$ cat config.mk
export PLATFORM = sky130hd
export DESIGN_NAME = dbus_arbiter
export DESIGN_NICKNAME = d
export VERILOG_FILES = /design/src/rtl/dbus_arbiter.sv
export SDC_FILE = /design/constraint.sdc
export NUM_CORES = 1
export LEC_CHECK = 0
export ABC_AREA = 1
export BUFFER_PORTS_ARGS = -buffer_cell sky130_fd_sc_hd__buf_2
export CAP_MARGIN = 20
export CELL_PAD_IN_SITES_DETAIL_PLACEMENT = 1
export CELL_PAD_IN_SITES_GLOBAL_PLACEMENT = 1
export CORE_MARGIN = 4
export CORE_UTILIZATION = 11
export CTS_CLUSTER_DIAMETER = 150
export DETAILED_ROUTE_END_ITERATION = 8
export PLACE_DENSITY = 0.88
export SKIP_LAST_GASP = 1
export SYNTH_ARGS = -nofsm -noshare
export SYNTH_HDL_FRONTEND = slang
export SYNTH_SLANG_ARGS = --single-unit
$ cat constraint.sdc
create_clock -name sys_clk -period 1.6 [get_ports sys_clk]
set_input_delay 0.32 -clock sys_clk [delete_from_list [all_inputs] [get_ports sys_clk]]
set_output_delay 0.32 -clock sys_clk [all_outputs]
set_load 0.1 [all_outputs]
$ cat src/rtl/dbus_arbiter.sv
// dbus_arbiter: two-master round-robin data-bus arbiter with registered grant, one transaction in flight.
// Define ARB_TIMEOUT_EN to add a slave-wait counter that forces an error completion after TIMEOUT_CYC cycles.
module dbus_arbiter #(
    parameter int ADDR_W      = 32,
    parameter int DATA_W      = 32,
    parameter int TIMEOUT_CYC = 255
) (
    input  logic                sys_clk,
    input  logic                sys_rst,
    input  logic                m0_valid,
    input  logic                m0_write,
    input  logic [ADDR_W-1:0]   m0_addr,
    input  logic [DATA_W-1:0]   m0_wdata,
    input  logic [DATA_W/8-1:0] m0_wstrb,
    output logic                m0_ready,
    output logic [DATA_W-1:0]   m0_rdata,
    input  logic                m1_valid,
    input  logic                m1_write,
    input  logic [ADDR_W-1:0]   m1_addr,
    input  logic [DATA_W-1:0]   m1_wdata,
    input  logic [DATA_W/8-1:0] m1_wstrb,
    output logic                m1_ready,
    output logic [DATA_W-1:0]   m1_rdata,
    output logic                s_valid,
    output logic                s_write,
    output logic [ADDR_W-1:0]   s_addr,
    output logic [DATA_W-1:0]   s_wdata,
    output logic [DATA_W/8-1:0] s_wstrb,
    input  logic                s_ready,
    input  logic [DATA_W-1:0]   s_rdata,
    output logic [1:0]          grant_o,
    output logic                err_o
);
    typedef enum logic [1:0] {IDLE = 2'b00, G0 = 2'b01, G1 = 2'b10} state_t;
    state_t state_q, state_d;
    logic last_q, last_d;
    logic sel1, act, own_valid, other_valid, done, tmo;
    logic [DATA_W-1:0] rd;

    assign grant_o     = state_q;
    assign sel1        = state_q == G1;
    assign act         = state_q != IDLE && !sys_rst;
    assign own_valid   = sel1 ? m1_valid : m0_valid;
    assign other_valid = sel1 ? m0_valid : m1_valid;
    assign err_o       = tmo;

    always_comb begin
        s_valid  = act && own_valid && !tmo;
        s_write  = sel1 ? m1_write : m0_write;
        s_addr   = sel1 ? m1_addr : m0_addr;
        s_wdata  = sel1 ? m1_wdata : m0_wdata;
        s_wstrb  = sel1 ? m1_wstrb : m0_wstrb;
        done     = (s_valid && s_ready) || tmo;
        m0_ready = done && !sel1;
        m1_ready = done && sel1;
        rd       = tmo ? DATA_W'(32'hDEAD_BEEF) : s_rdata;
        m0_rdata = (act && !sel1) ? rd : '0;
        m1_rdata = (act && sel1) ? rd : '0;
    end

    // last_q names the most recent completer; on a tie the other master wins
    always_comb begin
        state_d = state_q;
        last_d  = last_q;
        if (state_q == IDLE) begin
            state_d = (m0_valid && (!m1_valid || last_q)) ? G0 : m1_valid ? G1 : IDLE;
        end else if (done) begin
            last_d  = sel1;
            state_d = other_valid ? (sel1 ? G0 : G1) : own_valid ? state_q : IDLE;
        end else if (!own_valid) begin
            state_d = IDLE;
        end
    end

    always_ff @(posedge sys_clk) begin
        if (sys_rst) begin
            state_q <= IDLE;
            last_q  <= 1'b1;
        end else begin
            state_q <= state_d;
            last_q  <= last_d;
        end
    end

`ifdef ARB_TIMEOUT_EN
    localparam int CW = $clog2(TIMEOUT_CYC + 1);
    logic [CW-1:0] cnt_q, cnt_d;

    assign tmo = act && own_valid && cnt_q == CW'(TIMEOUT_CYC);

    always_comb begin
        cnt_d = (s_valid && !s_ready) ? cnt_q + CW'(1) : '0;
    end

    always_ff @(posedge sys_clk) begin
        if (sys_rst) cnt_q <= '0;
        else cnt_q <= cnt_d;
    end
`else
    assign tmo = 1'b0;
`endif
endmodule

==> metrics, run 1 <==
vias per std cell 4.22; Worst VDD drop 326 uV; CTS buffer count 3; CTS tree done; Max Freq 544 MHz; run status finished, violations left; fin nets 877; vias 3709; first-pass GRT wire length 26100 um; post-synth net total 545; final-report setup violation count 136; final worst path period need 1.84 ns; remaining antenna violation count after routing 0; Setup Skew 0.00110 ns; H-tree levels 1; dpl cell area 7190 um2; layout cells sized above 1 87.7%; post-synthesis instance total 370; Yosys reg bits 3; crit path cell chain nor2_4 -> nor2_4 -> nand2_8 -> buf_12 -> nor2_4 -> buf_12; vias in the first global route 4434; CP Depth 6; final number of hold-violating endpoints 0; DRT iter0 DRCs 61; clock sinks 3; DRC Markers 0; Area Growth Syn to Fin 447%; Design Area, Final 8240 um2; Syn Area/Cell 4.07 um2; clk slew on worst S/H paths 0.03 ns; Reg2Reg Depth 12; grt ovf 0; First-pass DRT Iterations 4; largest fanout on the critical path 6; slowest CP cell dfxtp_4; Area contributors post-synth nand2_1, nor2_1, inv_1; Final WS setup -0.239 ns; CP Launch Type flop; critical path data required time 1.28 ns; Die W 125 um; post-synth top area share 55.9%; Yosys top cell by area nand2_1; Die ar. 15600 um2; max-slew violations 0; Util after Layout 62.0%; routed wire length 17500 um; failing checks setup timing; DP HPWL 13700 um; Design Power 5.57 mW; P per Cell Area 676 nW/um2; PortBufs 312; R2R Setup Slk 0.11 ns; crit-path leading delay family simple AND/OR/NAND/NOR gates; I/O Pins 314; clock tree buffer depth 2; Setup Crit Path Kind reg -> out; cts hold-fix bufs 0; Ys Warns 0; FP Rows 42; Core Region 13300 um2; most common cell after layout, fill and taps aside buf_2; worst hold path type in -> reg; MaxCap Viol Count 0; Root Driver clkbuf_16; CP most frequent cell nor2_4; # fillers 1361; post-route insts no fill 878; largest net degree at the start of global routing 38; Overall Global Routing Usage 21.2%; drt wl/cell 20.0 um; Clock Latency Late Sink 0.22 ns; leakage power 3.77 nW; CP Capture Type output port; Final GP Congestion 0.819; initial core utilization 11.3%; setup slack at placement -0.0659 ns; placed cells 852; CP Buf/Inv Count 2; post-synth cell types 17; die height 125 um; RSZ-0062 raised after global routing yes; part of the cycle the worst path needs 115%; cell area after synthesis 1510 um2; Crit path arrival time 1.52 ns; WHS Path Cells 4; most frequent cells in the layout buf_2, buf_12, nand2_8, nand2_2, nor2_4; Seq/Total Area, Yosys 3.99%; Max stage delay on crit path 0.40 ns; initial antenna violation count 1
==> layout make-up <==
type | count | area [um2] | share of cell area, %
timing repair buffer | 348 | 4290 | 52.0
multi-input combinational | 304 | 3400 | 41.3
tap | 176 | 220 | 2.67
inverter | 42 | 183 | 2.22
clock buffer | 4 | 78.8 | 0.957
sequential | 3 | 67.6 | 0.820
antenna | 1 | 2.50 | 0.0304
==> per-layer routing <==
layer | GRT usage [%] | vias to the layer above | wire [um]
met2 | 44.2 | 200 | 10500
met3 | 6.65 | 22 | 1460
li1 | - | 1732 | -
met5 | 0 | - | 0
met1 | 19.7 | 1755 | 5180
met4 | 4.34 | 0 | 405
==> flip-flops by register name, summed over array words and instances, names as in the netlist <==
register	count
last_q	1
grant_o	2
==> tightest hold or removal path, cell delays in order <==
cell     delay, ns
buf_2         0.13
a21oi_1       0.06
nand2_1       0.09
inv_1         0.04
==> report_power, final <==
part,switching [mW],total (mW),internal (mW)
Clock,0.0685,0.397,0.329
Sequential,0.0133,0.0963,0.0830
Combinational,3.25,5.07,1.83
Total,3.33,5.57,2.24
==> cells in the mapped netlist <==
cell / instances
a21oi_1: 1
buf_2: 15
buf_4: 1
clkbuf_1: 5
conb_1: 1
dfxtp_1: 3
inv_1: 39
inv_2: 3
nand2_1: 224
nand2_2: 1
nand2_4: 1
nand3_1: 6
nand3_4: 1
nand3b_1: 1
nor2_1: 66
nor2_4: 1
o21ai_0: 1
==> what timing repair did <==
item	in CTS	in global routing
cloned	7	2
gates resized for setup	155	14
endpoints found under the setup margin	136	136
pin swaps	8	5
buffers inserted	12	3
==> kinds of logic after synthesis <==
| family | Yosys count | synth area share, % |
|---|---|---|
| AO/OA/AOI/OAI | 2 | 0.664 |
| buffers and inverters | 63 | 17.2 |
| flip-flops | 3 | 3.99 |
| other | 1 | 0.249 |
| AND/OR/NAND/NOR | 301 | 77.9 |
==> path summary, 6_finish.rpt <==
check	startpoint	endpoint
hold reg to reg	last_q	last_q
setup reg to reg	grant_o[0]	grant_o[1]
setup / recovery	grant_o[1]	m0_rdata[21]
hold / removal	sys_rst	grant_o[0]
==> per-stage QoR <==
stage                     hold WS [ns]  TNS (ns)
after global routing             0.482    -32.65
after CTS                        0.438    -24.42
after floorplan                  0.438    -21.77
after detailed placement         0.491     -2.41
final                            0.462    -25.06
after global placement           0.463   -0.0733
(Power assumes the default switching activity.)
==> inputs of run 2 (changes only) <==
--- a/config.mk
+++ b/config.mk
@@ -10,6 +10,7 @@
 export CAP_MARGIN = 20
 export CELL_PAD_IN_SITES_DETAIL_PLACEMENT = 1
 export CELL_PAD_IN_SITES_GLOBAL_PLACEMENT = 1
+export CORE_ASPECT_RATIO = 1.75
 export CORE_MARGIN = 4
 export CORE_UTILIZATION = 11
 export CTS_CLUSTER_DIAMETER = 150
==> metrics, run 2 (synthesized netlist as in run 1, its figures left out) <==
Final WS setup -0.225 ns; placed cells 846; max FFs per register 2; fin nets 878; Setup Crit Path Kind reg -> out; Setup Skew 0.00228 ns; part of the cycle the worst path needs 114%; critical path data required time 1.28 ns; clock tree buffer depth 2; RR Endpoint grant_o[1]; Die W 96.4 um; Root Driver clkbuf_16; switching power 3.28 mW; DRT iter0 DRCs 71; CTS buffer count 3; Final GP Congestion 0.799; routed wire length 17400 um; Gate power share 90.8%; CTS tree done; final-report setup violation count 136; CP Capture Type output port; MaxCap Viol Count 0; initial core utilization 11.2%; failing checks setup timing; Clock Latency Late Sink 0.23 ns; largest net degree at the start of global routing 29; Reg2Reg Depth 10; worst r2r src grant_o[1]; Design Power 5.50 mW; most frequent cells in the layout buf_2, buf_12, nand2_2, nand2_8, nor2_4; clk slew on worst S/H paths 0.03 ns; H-tree levels 1; Core Region 13400 um2; max-slew violations 0; I/O Pins 314; first-pass GRT wire length 24500 um; initial antenna violation count 1; hold_sp sys_rst; clock sinks 3; top layer in use met5; RSZ-0062 raised after global routing yes; DRC Markers 0; cts hold-fix bufs 0; diode count 0; First-pass DRT Iterations 4; R2R Setup Slk 0.16 ns; Die ar. 15700 um2; metal2 WL 10700 um; layout cells sized above 1 87.0%; Seq pwr share 1.8%; die height 163 um; most common cell after layout, fill and taps aside buf_2; PortBufs 312; grt ovf 0; FP Rows 56; Worst VDD drop 353 uV; worst hold path type in -> reg; P per Cell Area 682 nW/um2; largest fanout on the critical path 6; Pint 2.22 mW; Overall Global Routing Usage 20.5%; vias in the first global route 4363; Switching Share 59.7%; vias 3698; post-route insts no fill 876; WHS Path Cells 4; clock share of power 7.4%; final number of hold-violating endpoints 0; drt wl/cell 19.9 um; worst hold endpoint grant_o[0]; DR WL met3 1760 um; Area Growth Syn to Fin 436%; remaining antenna violation count after routing 0; run status finished, violations left; Max Freq 548 MHz; CP Launch Type flop; DP HPWL 13800 um; Crit path arrival time 1.50 ns; leakage power 3.63 nW; vias per std cell 4.22; DRT met1 WL 4660 um; final worst path period need 1.82 ns
==> run 2: cell types whose count changed in the layout (fill, tap and decap cells not counted), sizes merged <==
| cell | delta |
|---|---|
| diode | -1 |
| clkbuf | +2 |
| buf | -1 |
==> run 2: per-layer routing <==
layer,track usage [%],vias to the layer above
met5,0,-
met4,2.43,2
met3,7.54,25
met2,43.4,214
met1,17.7,1733
li1,-,1724
==> run 2: power groups by stage <==
stage / Sequential, mW / Clock [mW] / Combinational [mW]
floorplan: 0.133 / 0 / 3.02
global placement: 0.0973 / 0 / 4.58
detailed placement: 0.0988 / 0 / 4.66
CTS: 0.0982 / 0.412 / 4.85
global route: 0.0984 / 0.419 / 5.16
finish: 0.0968 / 0.408 / 5.00
==> run 2: worst max-delay path: stages, from the launching register on <==
cell and delay (ns):
dfxtp_4 0.36, inv_4 0.08, nand2_8 0.09, inv_12 0.11, buf_12 0.13, clkbuf_16 0.17
nand2_2 0.10, nand2_8 0.07, buf_12 0.16
==> run 2: timing repair <==
| item | 4_1_cts | 5_1_grt |
|---|---|---|
| resized for setup | 86 | 47 |
| cloned | 6 | 6 |
| setup buffers | 6 | 8 |
| pin swaps | 5 | 8 |
| setup endpoints to repair | 136 | 136 |
==> run 2: final cells by class <==
class / instances / area, um2
tap: 174 / 218
multi-input combinational: 304 / 3210
sequential: 3 / 67.6
fill: 1402 / 5320
timing repair buffer: 349 / 4310
inverter: 42 / 183
clock buffer: 4 / 78.8
==> run 2: worst max path at each step <==
stage,start,to,slack [ns],cells after the start
floorplan,grant_o[1],m0_rdata[10],-0.33,5
global placement,grant_o[0],s_wdata[4],-0.11,6
detailed placement,grant_o[0],s_wdata[13],-0.17,6
CTS,grant_o[0],m0_rdata[12],-0.23,7
global route,grant_o[0],s_addr[22],-0.27,7
finish,grant_o[0],s_wdata[20],-0.22,8
==> run 2: per-stage QoR <==
step	utilization (%)	hold slack [ns]	setup slack, ns	cell area, um2	setup TNS (ns)
floorplan	-	0.438	-0.335	3320	-21.77
global placement	53.4	0.456	-0.112	7140	-2.52
detailed placement	53.4	0.479	-0.171	7140	-5.43
CTS	57.4	0.411	-0.234	7690	-25.79
global route	60.3	0.466	-0.270	8070	-32.04
finish	60.3	0.414	-0.225	8070	-25.40
